## src/rtl/reversi_pkg.sv

```systemverilog
// Shared cell encodings, error codes, FSM states and sizing helpers for the piece placer.
package reversi_pkg;

  localparam logic [1:0] CELL_EMPTY = 2'b00;
  localparam logic [1:0] CELL_WHITE = 2'b10;
  localparam logic [1:0] CELL_BLACK = 2'b11;

  localparam logic [1:0] ERR_NONE     = 2'd0;
  localparam logic [1:0] ERR_RANGE    = 2'd1;
  localparam logic [1:0] ERR_OCCUPIED = 2'd2;

  typedef enum logic [1:0] {
    ST_IDLE   = 2'd0,
    ST_WAIT   = 2'd1,
    ST_WRITE  = 2'd2,
    ST_FINISH = 2'd3
  } state_t;

  // Word address width; never below 1 bit so tiny boards still get a real port.
  function automatic int addr_width(input int w, input int h, input int cpw);
    int words;
    words = (w * h + cpw - 1) / cpw;
    return (words <= 2) ? 1 : $clog2(words);
  endfunction

  function automatic logic [1:0] piece_code(input logic black);
    return black ? CELL_BLACK : CELL_WHITE;
  endfunction

endpackage

```

## src/rtl/place_piece_rmw_if.sv

```systemverilog
// Request/status handshake plus board RAM port of the piece placer.
interface place_piece_rmw_if #(
  parameter int XW     = 3,
  parameter int YW     = 3,
  parameter int DATA_W = 4,
  parameter int AW     = 5
);
  logic              place_req;
  logic [XW-1:0]     x;
  logic [YW-1:0]     y;
  logic              player_black;
  logic [DATA_W-1:0] q;
  logic              wren;
  logic [AW-1:0]     address;
  logic [DATA_W-1:0] data;
  logic              busy;
  logic              place_done;
  logic              place_err;
  logic [1:0]        err_code;

  modport master (
    output place_req, x, y, player_black, q,
    input  wren, address, data, busy, place_done, place_err, err_code
  );

  modport slave (
    input  place_req, x, y, player_black, q,
    output wren, address, data, busy, place_done, place_err, err_code
  );
endinterface

```

## src/rtl/reversi_cell_merge.sv

```systemverilog
// Replaces one 2-bit slot of a packed board word with a piece code and reports the old slot value.
module reversi_cell_merge #(
  parameter int CELLS_PER_WORD = 2,
  parameter int DATA_W         = 2 * CELLS_PER_WORD,
  parameter int SLW            = (CELLS_PER_WORD > 1) ? $clog2(CELLS_PER_WORD) : 1
) (
  input  logic [DATA_W-1:0] word,
  input  logic [SLW-1:0]    slot,
  input  logic [1:0]        piece,
  output logic [DATA_W-1:0] merged,
  output logic [1:0]        old
);
  import reversi_pkg::*;

  always_comb begin
    merged = word;
    old    = CELL_EMPTY;
    for (int s = 0; s < CELLS_PER_WORD; s++) begin
      if (slot == SLW'(s)) begin
        merged[2*s +: 2] = piece;
        old              = word[2*s +: 2];
      end
    end
  end

endmodule

```

## src/rtl/place_piece_rmw.sv

```systemverilog
// Bounds-checked read-modify-write of one board cell with configurable RAM read latency.
// Optional occupied-cell rejection is enabled by defining REVERSI_OCCUPIED_CHECK_EN.
module place_piece_rmw
  import reversi_pkg::*;
#(
  parameter int BOARD_W        = 8,
  parameter int BOARD_H        = 8,
  parameter int CELLS_PER_WORD = 2,
  parameter int RD_LATENCY     = 1
) (
  input  logic             clk,
  input  logic             resetn,
  place_piece_rmw_if.slave bus
);

  localparam int XW     = $clog2(BOARD_W);
  localparam int YW     = $clog2(BOARD_H);
  localparam int DATA_W = 2 * CELLS_PER_WORD;
  localparam int AW     = addr_width(BOARD_W, BOARD_H, CELLS_PER_WORD);
  localparam int SW     = $clog2(CELLS_PER_WORD);
  localparam int SLW    = (CELLS_PER_WORD > 1) ? SW : 1;
  localparam int IW     = $clog2(BOARD_W * BOARD_H) + 1;

  localparam logic [XW:0] X_LIM = (XW + 1)'(BOARD_W);
  localparam logic [YW:0] Y_LIM = (YW + 1)'(BOARD_H);

  state_t            state_q, state_d;
  logic [2:0]        cnt_q, cnt_d;
  logic [SLW-1:0]    slot_q, slot_d;
  logic              black_q, black_d;
  logic [AW-1:0]     addr_q, addr_d;
  logic [DATA_W-1:0] data_q, data_d;
  logic [1:0]        err_q, err_d;

  logic [IW-1:0]     idx;
  logic [AW-1:0]     word_addr;
  logic [SLW-1:0]    slot_sel;
  logic              out_of_range;
  logic [DATA_W-1:0] merged;
  logic [1:0]        old_cell;

  always_comb begin
    idx          = IW'(bus.y) * IW'(BOARD_W) + IW'(bus.x);
    word_addr    = AW'(idx >> SW);
    slot_sel     = SLW'(idx & IW'(CELLS_PER_WORD - 1));
    out_of_range = ({1'b0, bus.x} >= X_LIM) || ({1'b0, bus.y} >= Y_LIM);
  end

  // q is merged combinationally so the write word is ready on the sampling edge.
  reversi_cell_merge #(
    .CELLS_PER_WORD(CELLS_PER_WORD)
  ) u_merge (
    .word  (bus.q),
    .slot  (slot_q),
    .piece (piece_code(black_q)),
    .merged(merged),
    .old   (old_cell)
  );

`ifndef REVERSI_OCCUPIED_CHECK_EN
  logic unused_old;
  assign unused_old = ^old_cell;
`endif

  always_ff @(posedge clk) begin
    if (resetn) begin
      state_q <= ST_IDLE;
      cnt_q   <= '0;
      slot_q  <= '0;
      black_q <= 1'b0;
      addr_q  <= '0;
      data_q  <= '0;
      err_q   <= ERR_NONE;
    end else begin
      state_q <= state_d;
      cnt_q   <= cnt_d;
      slot_q  <= slot_d;
      black_q <= black_d;
      addr_q  <= addr_d;
      data_q  <= data_d;
      err_q   <= err_d;
    end
  end

  always_comb begin
    state_d = state_q;
    cnt_d   = cnt_q;
    slot_d  = slot_q;
    black_d = black_q;
    addr_d  = addr_q;
    data_d  = data_q;
    err_d   = err_q;
    unique case (state_q)
      ST_IDLE: begin
        if (bus.place_req) begin
          black_d = bus.player_black;
          if (out_of_range) begin
            err_d   = ERR_RANGE;
            state_d = ST_FINISH;
          end else begin
            err_d   = ERR_NONE;
            addr_d  = word_addr;
            slot_d  = slot_sel;
            cnt_d   = 3'(RD_LATENCY);
            state_d = ST_WAIT;
          end
        end
      end
      ST_WAIT: begin
        cnt_d = cnt_q - 3'd1;
        if (cnt_q == 3'd1) begin
`ifdef REVERSI_OCCUPIED_CHECK_EN
          if (old_cell != CELL_EMPTY) begin
            err_d   = ERR_OCCUPIED;
            state_d = ST_FINISH;
          end else begin
            data_d  = merged;
            state_d = ST_WRITE;
          end
`else
          data_d  = merged;
          state_d = ST_WRITE;
`endif
        end
      end
      ST_WRITE:  state_d = ST_FINISH;
      ST_FINISH: state_d = ST_IDLE;
      default:   state_d = ST_IDLE;
    endcase
  end

  // Outputs decode straight from state so a reset edge drops them all at once.
  always_comb begin
    bus.wren       = (state_q == ST_WRITE);
    bus.busy       = (state_q == ST_WAIT) || (state_q == ST_WRITE);
    bus.place_done = (state_q == ST_FINISH);
    bus.place_err  = (state_q == ST_FINISH) && (err_q != ERR_NONE);
    bus.err_code   = err_q;
    bus.address    = addr_q;
    bus.data       = data_q;
  end

endmodule

```

## src/flat_wrapper.sv

```systemverilog
// flat-port wrapper written by rule: the top's interface ports become plain ports
module place_piece_rmw_flat import reversi_pkg::*;
#(
  parameter int BOARD_W        = 8,
  parameter int BOARD_H        = 8,
  parameter int CELLS_PER_WORD = 2,
  parameter int RD_LATENCY     = 1
)
  (clk, resetn, bus_place_req, bus_x, bus_y, bus_player_black, bus_q, bus_wren, bus_address, bus_data, bus_busy, bus_place_done, bus_place_err, bus_err_code);
  place_piece_rmw_if #(.XW(3), .YW(3), .DATA_W(4), .AW(5)) bus_i ();
  input  logic clk;
  input  logic resetn;
  input wire logic [$bits(bus_i.place_req)-1:0] bus_place_req;
  input wire logic [$bits(bus_i.x)-1:0] bus_x;
  input wire logic [$bits(bus_i.y)-1:0] bus_y;
  input wire logic [$bits(bus_i.player_black)-1:0] bus_player_black;
  input wire logic [$bits(bus_i.q)-1:0] bus_q;
  output wire logic [$bits(bus_i.wren)-1:0] bus_wren;
  output wire logic [$bits(bus_i.address)-1:0] bus_address;
  output wire logic [$bits(bus_i.data)-1:0] bus_data;
  output wire logic [$bits(bus_i.busy)-1:0] bus_busy;
  output wire logic [$bits(bus_i.place_done)-1:0] bus_place_done;
  output wire logic [$bits(bus_i.place_err)-1:0] bus_place_err;
  output wire logic [$bits(bus_i.err_code)-1:0] bus_err_code;
  assign bus_i.place_req = bus_place_req;
  assign bus_i.x = bus_x;
  assign bus_i.y = bus_y;
  assign bus_i.player_black = bus_player_black;
  assign bus_i.q = bus_q;
  assign bus_wren = bus_i.wren;
  assign bus_address = bus_i.address;
  assign bus_data = bus_i.data;
  assign bus_busy = bus_i.busy;
  assign bus_place_done = bus_i.place_done;
  assign bus_place_err = bus_i.place_err;
  assign bus_err_code = bus_i.err_code;
  place_piece_rmw #(.BOARD_W(BOARD_W), .BOARD_H(BOARD_H), .CELLS_PER_WORD(CELLS_PER_WORD), .RD_LATENCY(RD_LATENCY)) u_core (.clk(clk), .resetn(resetn), .bus(bus_i));
endmodule
```

## config.mk

```make
export PLATFORM = sky130hd
export DESIGN_NAME = place_piece_rmw_flat
export DESIGN_NICKNAME = d
export VERILOG_FILES = /design/src/rtl/reversi_pkg.sv /design/src/rtl/place_piece_rmw_if.sv /design/src/rtl/reversi_cell_merge.sv /design/src/rtl/place_piece_rmw.sv /design/src/flat_wrapper.sv
export SDC_FILE = /design/constraint.sdc
export NUM_CORES = 1
export LEC_CHECK = 0
export ABC_AREA = 0
export CAP_MARGIN = 20
export CORE_MARGIN = 1.5
export CORE_UTILIZATION = 45
export DETAILED_ROUTE_END_ITERATION = 10
export PLACE_DENSITY_LB_ADDON = 0.3
export SLEW_MARGIN = 0
export SYNTH_ARGS = -nofsm -noshare
export SYNTH_HDL_FRONTEND = slang
export SYNTH_HIERARCHICAL = 1
export SYNTH_SLANG_ARGS = --single-unit
```

## constraint.sdc

```tcl
create_clock -name clk -period 1.9 [get_ports clk]
set_input_delay 0.19 -clock clk [delete_from_list [all_inputs] [get_ports clk]]
set_output_delay 0.19 -clock clk [all_outputs]
set_load 0.05 [all_outputs]
```

==> flow_metrics.env <==
export IMPL_outcome="completed"
export IMPL_cp_start_kind="flip-flop"
export IMPL_dp_cells=139
export IMPL_drt_iter0_markers=10
export IMPL_fin_crit_ns=1.850
export IMPL_drt_first_pass_iters=4
export IMPL_leakage_nw=0.5063
export IMPL_path_buf_inv=1
export IMPL_htreeDepth=1
export IMPL_viasPerCell=4.720
export IMPL_first_global_vias=582
export IMPL_drive_gt1_share_pct=13.56
export IMPL_stdcell_count=143
export IMPL_hpwl_mm=1.153
export IMPL_placed_area_um2=1095
export IMPL_rrSetupSlack_ns=0.39
export IMPL_fmax_ghz=0.5405
export IMPL_netlist_area_um2=852.1
export IMPL_ff2ff_path_depth=5
export IMPL_synthToLayoutAreaGrowth_pct=32.75
export IMPL_worstMarginPinSlew_ns=0.4969
export IMPL_crit_type="flip-flop to output port"
export IMPL_synth_area_per_cell_um2=9.363
export IMPL_clock_latency_ns=0.29
export IMPL_dieArea_um2=2164
export IMPL_pin_count=29
export IMPL_cp_slowest_cell="clkdlybuf4s50_1"
export IMPL_cts_clk_slew_worst_paths_ns=0.09
export IMPL_routedWlPerCell_um=10.52
export IMPL_cp_top_family="buffers and inverters"
export IMPL_routed_wirelength_mm=1.505
export IMPL_finalHoldViolations=0
export IMPL_min_path_type="input pin to flip-flop"
export IMPL_max_stage_delay_ns=0.80
export IMPL_synth_warnings=6
export IMPL_cp_cell_sequence="ha_1 -> clkdlybuf4s50_1"
export IMPL_utilization_pct=64.80
export IMPL_netlist_instances=91
export IMPL_slew_headroom_pct=66.77
export IMPL_hold_start="bus_x[2]"
export IMPL_cp_required_ns=1.71
export IMPL_cp_startpoint="u_core/state_q[0]"
export IMPL_cp_arrival_ns=1.66
export IMPL_core_um2=1745
export IMPL_reg2reg_from="u_core/state_q[0]"
export IMPL_fillers=150
export IMPL_die_h_um=46.52
export IMPL_ant_nets=0
export IMPL_worstSetupEndpointType="output port"
export IMPL_setup_viol=0
export IMPL_pre_cts_ws_ns=0.3724
export IMPL_vdd_ir_drop_max_mv=1.329
export IMPL_cts_tree="yes"
export IMPL_initial_core_util_pct=48.82
export IMPL_layout_worst_path_cycle_share_pct=97.38
export IMPL_cts_sinks=16
export IMPL_postCtsResizedCells=0
export IMPL_cts_made_buffers=3
export IMPL_maxCapViolCount=0
export IMPL_slew_violations=0
export IMPL_hold_path_end="u_core/bus.address[1]"
export IMPL_grt_ovfl_total=0
export IMPL_clock_skew_ns=0.003699
export IMPL_r2r_end="u_core/cnt_q[2]"
export IMPL_cts_hold_buf=0
export IMPL_grt_pass1_wl_mm=2.449
export IMPL_cts_setup_buffers=0
export IMPL_track_usage_pct=16.76
export IMPL_cts_max_path_buffers=2
export IMPL_cellPowerDensity_nw_per_um2=1324
export IMPL_layout_nets=139
export IMPL_dr_total_vias=675
export IMPL_num_rows=15
export IMPL_root_buffer="clkbuf_4"
export IMPL_rsz0062_at_grt="no"
export IMPL_n_antenna_cell=0
export IMPL_portBuffers=25
export IMPL_final_design_area_no_fill_um2=1131
export IMPL_setup_tns_ns=0
export IMPL_die_w_um=46.52
export IMPL_hold_depth=3
export IMPL_drc_errors=0
export IMPL_cp_max_fo=4
export IMPL_gp_congestion=0.7183
export IMPL_grt_max_degree=15
export IMPL_antenna_found_initial=0
export IMPL_fin_ws_ns=0.04970
-- routing by layer --
metal  vias up  share of wire, %  track usage, %
met3         4               4.0           3.529
met4         0               2.3           12.00
met5         -                 0               0
met1       303                49           21.56
met2        18                45           24.44
li1        350                 -               -
-- layout make-up --
cell class	count	area [um2]	area share [%]
clock buffer	4	36.28	3.208
inverter	6	22.52	1.991
multi-input combinational	65	460.4	40.71
sequential	16	320.3	28.32
tap	25	31.28	2.765
timing repair buffer	27	260.3	23.01
-- state kept, by name, indices dropped and copies added, names as in the netlist --
| register | flops |
|---|---|
| u_core/state_q | 2 |
| u_core/bus.address | 5 |
| u_core/bus.data | 4 |
| u_core/cnt_q | 3 |
| u_core/black_q | 1 |
| u_core/slot_q | 1 |
-- worst reg2reg max path, cell delays in order (launching register included) --
cell and delay (ns):
dfxtp_1 0.35, inv_1 0.09, ha_1 0.44, mux2i_1 0.40
nand3_1 0.11, o21ai_0 0.07
-- cell usage in the layout (no fill, tap or decap) --
cell	count
clkdlybuf4s50_1	23
dfxtp_1	16
nand2_1	11
nand3_1	8
a21oi_1	8
inv_1	6
mux2i_1	6
ha_1	6
nor2_1	5
conb_1	5
buf_4	4
mux2_4	4
clkbuf_4	3
nor2b_1	2
clkbuf_8	1
nand3b_2	1
nand2b_4	1
and3_1	1
a211oi_2	1
nand2b_1	1
a21boi_2	1
a211o_1	1
o211a_1	1
a32oi_1	1
o21ai_0	1
-- how the worst max path moves through the flow --
stage               cells past startpoint  slack [ns]                end
detailed placement                      2        0.37     bus_place_done
CTS                                     2        0.04     bus_place_done
global route                            2       0.008     bus_place_done
finish                                  2        0.05     bus_place_done
floorplan                               4        0.55  u_core/state_q[0]
global placement                        2        0.42     bus_place_done
-- metrics by stage --
stage                     power, mW  hold WS, ns
final                         1.498       0.4552
after global routing          1.594       0.4650
after CTS                     1.512       0.4478
after detailed placement      1.282       0.4510
after global placement        1.264       0.4467
after floorplan               1.131       0.2546
-- where the power goes --
group	leakage (nW)	internal [mW]	total [mW]	switching, mW
clock	0.0210	0.117	0.225	0.108
combinational	0.354	0.313	0.806	0.493
sequential	0.131	0.410	0.467	0.0569
total	0.506	0.840	1.50	0.657
Power figures use the tool's default switching activity.
